===== src/rtl/alu_seq_ctrl_if.sv =====
// Request/response bus of the multi-cycle MUL/DIVU/REMU sequencer.
// The master issues one operation; the slave reports busy, done and the result.
interface alu_seq_ctrl_if;
    logic        start;
    logic [1:0]  op;
    logic [63:0] a;
    logic [63:0] b;
    logic        busy;
    logic        done;
    logic [63:0] result;
    logic        div_by_zero;

    modport master (output start, op, a, b,
                    input  busy, done, result, div_by_zero);
    modport slave  (input  start, op, a, b,
                    output busy, done, result, div_by_zero);
endinterface


===== src/rtl/alu_seq_ctrl.sv =====
// Sequencer that drives the shared 64-bit ALU to perform shift-add multiply
// (low half) and restoring divide/remainder, one operation at a time.
module alu_seq_ctrl (
    input  logic          clk,
    input  logic          reset,
    alu_seq_ctrl_if.slave bus,
    output logic [63:0]   alu_a,
    output logic [63:0]   alu_b,
    output logic          alu_a_invert,
    output logic          alu_b_invert,
    output logic          alu_carry_in,
    output logic [1:0]    alu_operation,
    input  logic [63:0]   alu_result,
    input  logic          alu_carry_out,
    input  logic          alu_zf
);
    localparam int unsigned W  = 64;
    localparam int unsigned CW = 6;

    localparam logic [1:0] OP_MUL  = 2'b00;
    localparam logic [1:0] OP_DIVU = 2'b01;
    localparam logic [1:0] OP_RSVD = 2'b11;
    localparam logic [1:0] ALU_AND = 2'b00;
    localparam logic [1:0] ALU_OR  = 2'b01;
    localparam logic [1:0] ALU_ADD = 2'b10;

    typedef enum logic [1:0] {S_IDLE, S_CHECK, S_ITER, S_DONE} state_e;

    // x: acc / rem, y: mcand / quo (holds a after accept), z: mplier / divisor (holds b)
    state_e          state_q, state_d;
    logic [1:0]      op_q, op_d;
    logic [W-1:0]    x_q, x_d, y_q, y_d, z_q, z_d;
    logic [CW-1:0]   count_q, count_d;
    logic            busy_q, busy_d, done_q, done_d, dbz_q, dbz_d;
    logic [W-1:0]    result_q, result_d;
    logic [W-1:0]    div_shift_c;
    logic            qbit_c;

    assign div_shift_c = {x_q[W-2:0], y_q[W-1]};
    // A set rem[63] means the shifted 65-bit remainder exceeds any divisor.
    assign qbit_c      = x_q[W-1] | alu_carry_out;

    // ALU drive depends only on state and registers.
    always_comb begin
        alu_a         = '0;
        alu_b         = '0;
        alu_a_invert  = 1'b0;
        alu_b_invert  = 1'b0;
        alu_carry_in  = 1'b0;
        alu_operation = ALU_AND;
        case (state_q)
            S_CHECK: begin
                alu_b         = z_q;
                alu_operation = ALU_OR;
            end
            S_ITER: begin
                alu_operation = ALU_ADD;
                if (op_q == OP_MUL) begin
                    alu_a = x_q;
                    alu_b = z_q[0] ? y_q : '0;
                end else begin
                    alu_a        = div_shift_c;
                    alu_b        = z_q;
                    alu_b_invert = 1'b1;
                    alu_carry_in = 1'b1;
                end
            end
            default: ;
        endcase
    end

    always_comb begin
        state_d  = state_q;
        op_d     = op_q;
        x_d      = x_q;
        y_d      = y_q;
        z_d      = z_q;
        count_d  = count_q;
        busy_d   = busy_q;
        done_d   = 1'b0;
        dbz_d    = dbz_q;
        result_d = result_q;
        case (state_q)
            S_IDLE: begin
                if (bus.start && (bus.op != OP_RSVD)) begin
                    state_d = S_CHECK;
                    op_d    = bus.op;
                    y_d     = bus.a;
                    z_d     = bus.b;
                    x_d     = '0;
                    count_d = '0;
                    busy_d  = 1'b1;
                end
            end
            S_CHECK: begin
                if ((op_q != OP_MUL) && alu_zf) begin
                    state_d  = S_DONE;
                    done_d   = 1'b1;
                    dbz_d    = 1'b1;
                    result_d = (op_q == OP_DIVU) ? '1 : y_q;
                end else begin
                    state_d = S_ITER;
                    x_d     = '0;
                    count_d = '0;
                end
            end
            S_ITER: begin
                if (op_q == OP_MUL) begin
                    x_d = alu_result;
                    y_d = y_q << 1;
                    z_d = z_q >> 1;
                end else begin
                    x_d = qbit_c ? alu_result : div_shift_c;
                    y_d = {y_q[W-2:0], qbit_c};
                end
                count_d = count_q + CW'(1);
                if (count_q == CW'(W - 1)) begin
                    state_d  = S_DONE;
                    done_d   = 1'b1;
                    dbz_d    = 1'b0;
                    result_d = (op_q == OP_DIVU) ? y_d : x_d;
                end
            end
            S_DONE: begin
                state_d = S_IDLE;
                busy_d  = 1'b0;
            end
            default: state_d = S_IDLE;
        endcase
    end

    always_ff @(posedge clk) begin
        if (reset) begin
            state_q  <= S_IDLE;
            op_q     <= '0;
            x_q      <= '0;
            y_q      <= '0;
            z_q      <= '0;
            count_q  <= '0;
            busy_q   <= 1'b0;
            done_q   <= 1'b0;
            dbz_q    <= 1'b0;
            result_q <= '0;
        end else begin
            state_q  <= state_d;
            op_q     <= op_d;
            x_q      <= x_d;
            y_q      <= y_d;
            z_q      <= z_d;
            count_q  <= count_d;
            busy_q   <= busy_d;
            done_q   <= done_d;
            dbz_q    <= dbz_d;
            result_q <= result_d;
        end
    end

    assign bus.busy        = busy_q;
    assign bus.done        = done_q;
    assign bus.result      = result_q;
    assign bus.div_by_zero = dbz_q;
endmodule

===== src/flat_wrapper.sv =====
// flat-port wrapper written by rule: the top's interface ports become plain ports
module alu_seq_ctrl_flat 
  (clk, reset, alu_a, alu_b, alu_a_invert, alu_b_invert, alu_carry_in, alu_operation, alu_result, alu_carry_out, alu_zf, bus_start, bus_op, bus_a, bus_b, bus_busy, bus_done, bus_result, bus_div_by_zero);
  alu_seq_ctrl_if bus_i ();
  input  logic clk;
  input  logic reset;
  output logic [63:0] alu_a;
  output logic [63:0] alu_b;
  output logic alu_a_invert;
  output logic alu_b_invert;
  output logic alu_carry_in;
  output logic [1:0] alu_operation;
  input  logic [63:0] alu_result;
  input  logic alu_carry_out;
  input  logic alu_zf;
  input wire logic [$bits(bus_i.start)-1:0] bus_start;
  input wire logic [$bits(bus_i.op)-1:0] bus_op;
  input wire logic [$bits(bus_i.a)-1:0] bus_a;
  input wire logic [$bits(bus_i.b)-1:0] bus_b;
  output wire logic [$bits(bus_i.busy)-1:0] bus_busy;
  output wire logic [$bits(bus_i.done)-1:0] bus_done;
  output wire logic [$bits(bus_i.result)-1:0] bus_result;
  output wire logic [$bits(bus_i.div_by_zero)-1:0] bus_div_by_zero;
  assign bus_i.start = bus_start;
  assign bus_i.op = bus_op;
  assign bus_i.a = bus_a;
  assign bus_i.b = bus_b;
  assign bus_busy = bus_i.busy;
  assign bus_done = bus_i.done;
  assign bus_result = bus_i.result;
  assign bus_div_by_zero = bus_i.div_by_zero;
  alu_seq_ctrl u_core (.clk(clk), .reset(reset), .bus(bus_i), .alu_a(alu_a), .alu_b(alu_b), .alu_a_invert(alu_a_invert), .alu_b_invert(alu_b_invert), .alu_carry_in(alu_carry_in), .alu_operation(alu_operation), .alu_result(alu_result), .alu_carry_out(alu_carry_out), .alu_zf(alu_zf));
endmodule

===== config.mk =====
export PLATFORM = sky130hd
export DESIGN_NAME = alu_seq_ctrl_flat
export DESIGN_NICKNAME = d
export VERILOG_FILES = /design/src/rtl/alu_seq_ctrl_if.sv /design/src/rtl/alu_seq_ctrl.sv /design/src/flat_wrapper.sv
export SDC_FILE = /design/constraint.sdc
export NUM_CORES = 1
export LEC_CHECK = 0
export ABC_AREA = 1
export BUFFER_PORTS_ARGS = -buffer_cell sky130_fd_sc_hd__buf_4
export CORE_MARGIN = 4
export CORE_UTILIZATION = 56
export CTS_CLUSTER_DIAMETER = 80
export DETAILED_ROUTE_END_ITERATION = 10
export PLACE_DENSITY_LB_ADDON = 0.1
export SKIP_LAST_GASP = 1
export SYNTH_ARGS = -nofsm -noshare
export SYNTH_HDL_FRONTEND = slang
export SYNTH_SLANG_ARGS = --single-unit

===== constraint.sdc =====
create_clock -name clk -period 4 [get_ports clk]
set_input_delay 0.4 -clock clk [delete_from_list [all_inputs] [get_ports clk]]
set_output_delay 0.4 -clock clk [all_outputs]
set_load 0.02 [all_outputs]

# Yosys cells after proc, flatten, opt, wreduce, memory -nomap -nowiden
# Cells that the tools add are included.
# totals
word_cells	78
regBits	269
in_bits	199
out_inout_bits	200
# classes
n_bitwise	1
n_eq_ne	11
reduce_logical	16
addsub	1
n_mux	39
# ops
operator	n
64-bit 2-to-1 mux	15
64-bit one-hot mux with 2 select lines	4
64-bit one-hot mux with 3 select lines	1
6-bit one-hot mux with 3 select lines	1
6-bit 2-to-1 mux	2
1-bit 2-to-1 mux	9
3-bit AND reduction	3
2-bit by 1-bit != test with 1-bit output, second input constant	4
2-bit one-hot mux with 4 select lines	1
2-bit AND reduction	4
2-bit nonzero test	4
6-bit by 1-bit adder with 6-bit output, second input constant	1
6-bit == test, second input constant	1
1-bit one-hot mux with 2 select lines	3
2-bit by 1-bit == test with 1-bit output, second input constant	2
2-bit == test, second input constant	2
2-bit logical NOT	2
2-bit 2-to-1 mux	2
2-bit != test, second input constant	2
2-bit one-hot mux with 2 select lines	1
3-bit nonzero test	1
1-bit logical AND	2
1-bit bitwise OR	1

# Logic depth before layout (Yosys ltp)
# logic_depth
word_depth	6
depth_mapped	12
depth_no_buf	10

# Worst setup path before layout
# No wires, ideal clock.
# synth_path
path_kind	register -> output
from	register u_core.state_q[0]
to	output port alu_a[10]
required_ps	3600
stages_incl_launch_ff	9
slack_ps	1653
path_buffers	4
t_arrival_ps	1947
path_cell_list	dfxtp_1 inv_1 ha_1 buf_2 buf_2 buf_2 clkbuf_1 o21ai_0 a21oi_1
# synth_between
elab_chain_len	2
# synth_lines
item	line	source
start, declared	alu_seq_ctrl.sv:30	state_e state_q, state_d;
start signal, assigned	alu_seq_ctrl.sv:145	state_q <= state_d;
2-bit == test	alu_seq_ctrl.sv:51	case (state_q)
64-bit 2-to-1 mux	alu_seq_ctrl.sv:51	
end, declared	flat_wrapper.sv:7	output logic [63:0] alu_a;
# Every way passes these cells.

# Worst setup path in the final report
# layout_path
from	register u_core.state_q[0]
to	output port alu_b[11]
# layout_between
elab_chain_len	2
word_cells_on_any_way	3
cone_classes	eq/ne: 2; mux: 1
# layout_lines
item	line	source
2-bit == test or 2-bit by 1-bit == test with 1-bit output (tied branches)	alu_seq_ctrl.sv:51	
64-bit one-hot mux with 2 select lines *	alu_seq_ctrl.sv:51	
end, declared	flat_wrapper.sv:8	output logic [63:0] alu_b;
# Every way passes the cells marked *; elsewhere a longest branch is shown, timed or not.

==> metrics.txt <==
die area=between 0.03 and 0.04 mm²; Worst Path Arrival=approximately 3200 ps; FF-to-FF Start=u_core.state_q[1]; M1 GR Usage=between 50% and 60%; DRT Wirelength=about 56000 µm; vias in the first global route=between 15000 and 20000; total vias in the final route=18612; Setup TNS Final=0 ps; Mapped Area=0.0163 mm²; port bufs=397; Hold Violations, Final=0; maximum vdd drop=between 0.5 and 0.6 mV; DRC viols=0; Ports=approximately 400; Hold Crit Depth=3; Seq/Total Area, Yosys=approximately a third; synthesized flop and latch total=approximately 270; GR Util met3=5.93%; Worst Hold Launch=bus_a[11]; hold_buf cts=0; CTS root buffer=clkbuf_16; initial antenna violation count=2; post_cts resized=0; crit path kind=reg2out; First-pass DRT Iterations=6; Initial DRC Count=2452; DP HPWL=roughly 39000 µm; worst setup path end=alu_b[11]; clock latency at the later pin of the worst-skew pair=550 ps; Clock transition at path regs=roughly 70 ps; met2 Use GR=48.9%; Netlist cell types=38; clock buffer depth=3; fraction of layout cells with a size suffix above 1=about 18%; cells taking the most area after synthesis=dfxtp_1 33%, nand2_1 14%, o21ai_0 11%; Final Net Count=~3100; R2R cell count=10; GRT Max-Usage Layer=met1; Post-synth EDFFs=0; n_diodes=0; Slew Viols, Final=0; syn avg cell area=between 6 and 7 µm²; Max Fclk=approximately 280 MHz; Layout area overhead=22.9%; PwrDens=approximately 760 mW/mm²; largest net degree at the start of global routing=between 150 and 200; ys async rst share=0%; crit path max fanout=34; Lkg Pwr=between 10 and 15 nW; Cells after Synth=2712; Total GRT Usage=about a third; Hold Crit Class=in2reg; Overflow after GRT=0; Placer Congestion=approximately 0.96; Crit. End Element=output pin; Die Height=179 µm; RSZ-0062 raised after global routing=false; first-pass GRT wire length=roughly 86000 µm; DR vias/cell=around 5.6; Initial Util=a little under three fifths; chip width=about 180 µm; Max Cap Viol=0; # rows=62; most common cell after layout, fill and taps aside=nand2_1; Syn Nets=approximately 2900; Final Util=69.8%; CORE AREA=0.0287 mm²; Final setup viols=0; leading cell types in the layout, fill and taps excluded=607 x nand2_1, 411 x buf_4, 372 x o21ai_0; r2r setup slk=roughly 1100 ps; largest area contributor in the netlist=dfxtp_1; worst clock skew=8.99 ps; mean routed wirelength per cell=16.8 µm; Ys Warns=0; reg-to-reg critical path endpoint=u_core.bus.result[3]; clk sinks=269; crit share post-route=between 90% and 100%; CP startpoint=u_core.state_q[0]; status=completed; CTS Buf Count=29; Final ANT Viol Nets=0; CTS HTree Levels=1; CTS tree=done; Post-CTS Setup Inserts=0; top_reg_cell synth=dfxtp_1; top cell type's share of synthesized area=between 30 and 40%; CP startpoint kind=register; CP required=between 3000 and 4000 ps; Worst Max-Slew Pin Slew=1160 ps; post-layout min period=between 3000 and 4000 ps; worst rel slew slack=22.2%
## sequential cells by signal, summed over array words and instances, names as in the netlist
register                count
u_core.y_q                 64
u_core.op_q                 2
u_core.bus.busy             1
u_core.x_q                 64
u_core.bus.done             1
u_core.count_q              6
u_core.state_q              2
u_core.z_q                 64
u_core.bus.div_by_zero      1
u_core.bus.result          64
## routing by layer
metal  vias to the layer above  part of all wire [%]
met5                         -                 0.071
met4                         4                   2.3
met3                        80                    11
met2                       995                    42
met1                      8396                    44
li1                       9137                     -
## critical path: stages (launching register included)
cell     delay (ps)
dfxtp_1         370
inv_1           130
ha_4            310
nand2_1         250
inv_1           150
nor2_4          510
buf_4           460
o22ai_1         160
nand2_1         110
inv_1            40
buf_4           150
## cells by family (layout without fill, tap and decap cells)
| logic type | Yosys count | after routing | synth area share (%) |
|---|---|---|---|
| XOR/XNOR | 2 | 2 | 0.107 |
| AND/OR/NAND/NOR | 1161 | 1161 | 29.6 |
| buffers and inverters | 566 | 807 | 14.0 |
| other | 1 | 1 | 0.0230 |
| AO/OA/AOI/OAI | 707 | 707 | 22.8 |
| adder cells (fa/ha/maj) | 6 | 6 | 0.460 |
| flip-flops | 269 | 269 | 33.0 |
## per-stage QoR
stage                     hold WS, ps  cells  power, W  setup slack (ps)  area (µm²)
after global placement            452   3288    0.0122              1140       19100
after detailed placement          462   3288    0.0124               985       19100
after CTS                         120   3337    0.0151               393       20000
after floorplan                   445   2712    0.0101              1650       16300
after global routing              131   3337    0.0163               155       20000
final                             130   3337    0.0152               366       20000
## report_power, final
part           total (W)  leakage, nW  switching (W)  internal, W
sequential       0.00437         2.21       0.000712      0.00366
clock            0.00275        0.483        0.00112      0.00163
combinational    0.00812         7.61        0.00555      0.00257
## worst min-delay path by stage
stage	end	slack, ps
6_report	u_core.y_q[11]	130
3_3_place_gp	u_core.bus.div_by_zero	450
2_1_floorplan	u_core.z_q[10]	450
5_1_grt	u_core.y_q[11]	130
4_1_cts	u_core.y_q[11]	120
3_5_place_dp	u_core.bus.div_by_zero	460
## synthesized netlist by cell type (2+ instances only)
cell type / number
nand2_1: 610
o21ai_0: 372
inv_1: 337
nor2_1: 273
dfxtp_1: 269
nand3_1: 204
a21oi_1: 195
clkbuf_1: 119
buf_2: 85
a31oi_1: 63
o22ai_1: 61
or2_1: 32
or2_2: 32
buf_4: 11
o21ai_1: 8
buf_1: 6
ha_1: 6
inv_2: 4
clkbuf_2: 3
a211oi_1: 2
o31ai_1: 2
xor2_1: 2
## area by class of cell
| class | instances | area (µm²) |
|---|---|---|
| repair buffers | 417 | 3210 |
| clock buffers | 37 | 826 |
| flip-flops and latches | 269 | 5390 |
| inverters | 341 | 1290 |
| clock inverters | 12 | 138 |
| multi-input cells | 1877 | 8720 |
| well taps | 384 | 480 |
| fillers | 2633 | 8660 |
Power figures use the tool's default switching activity.
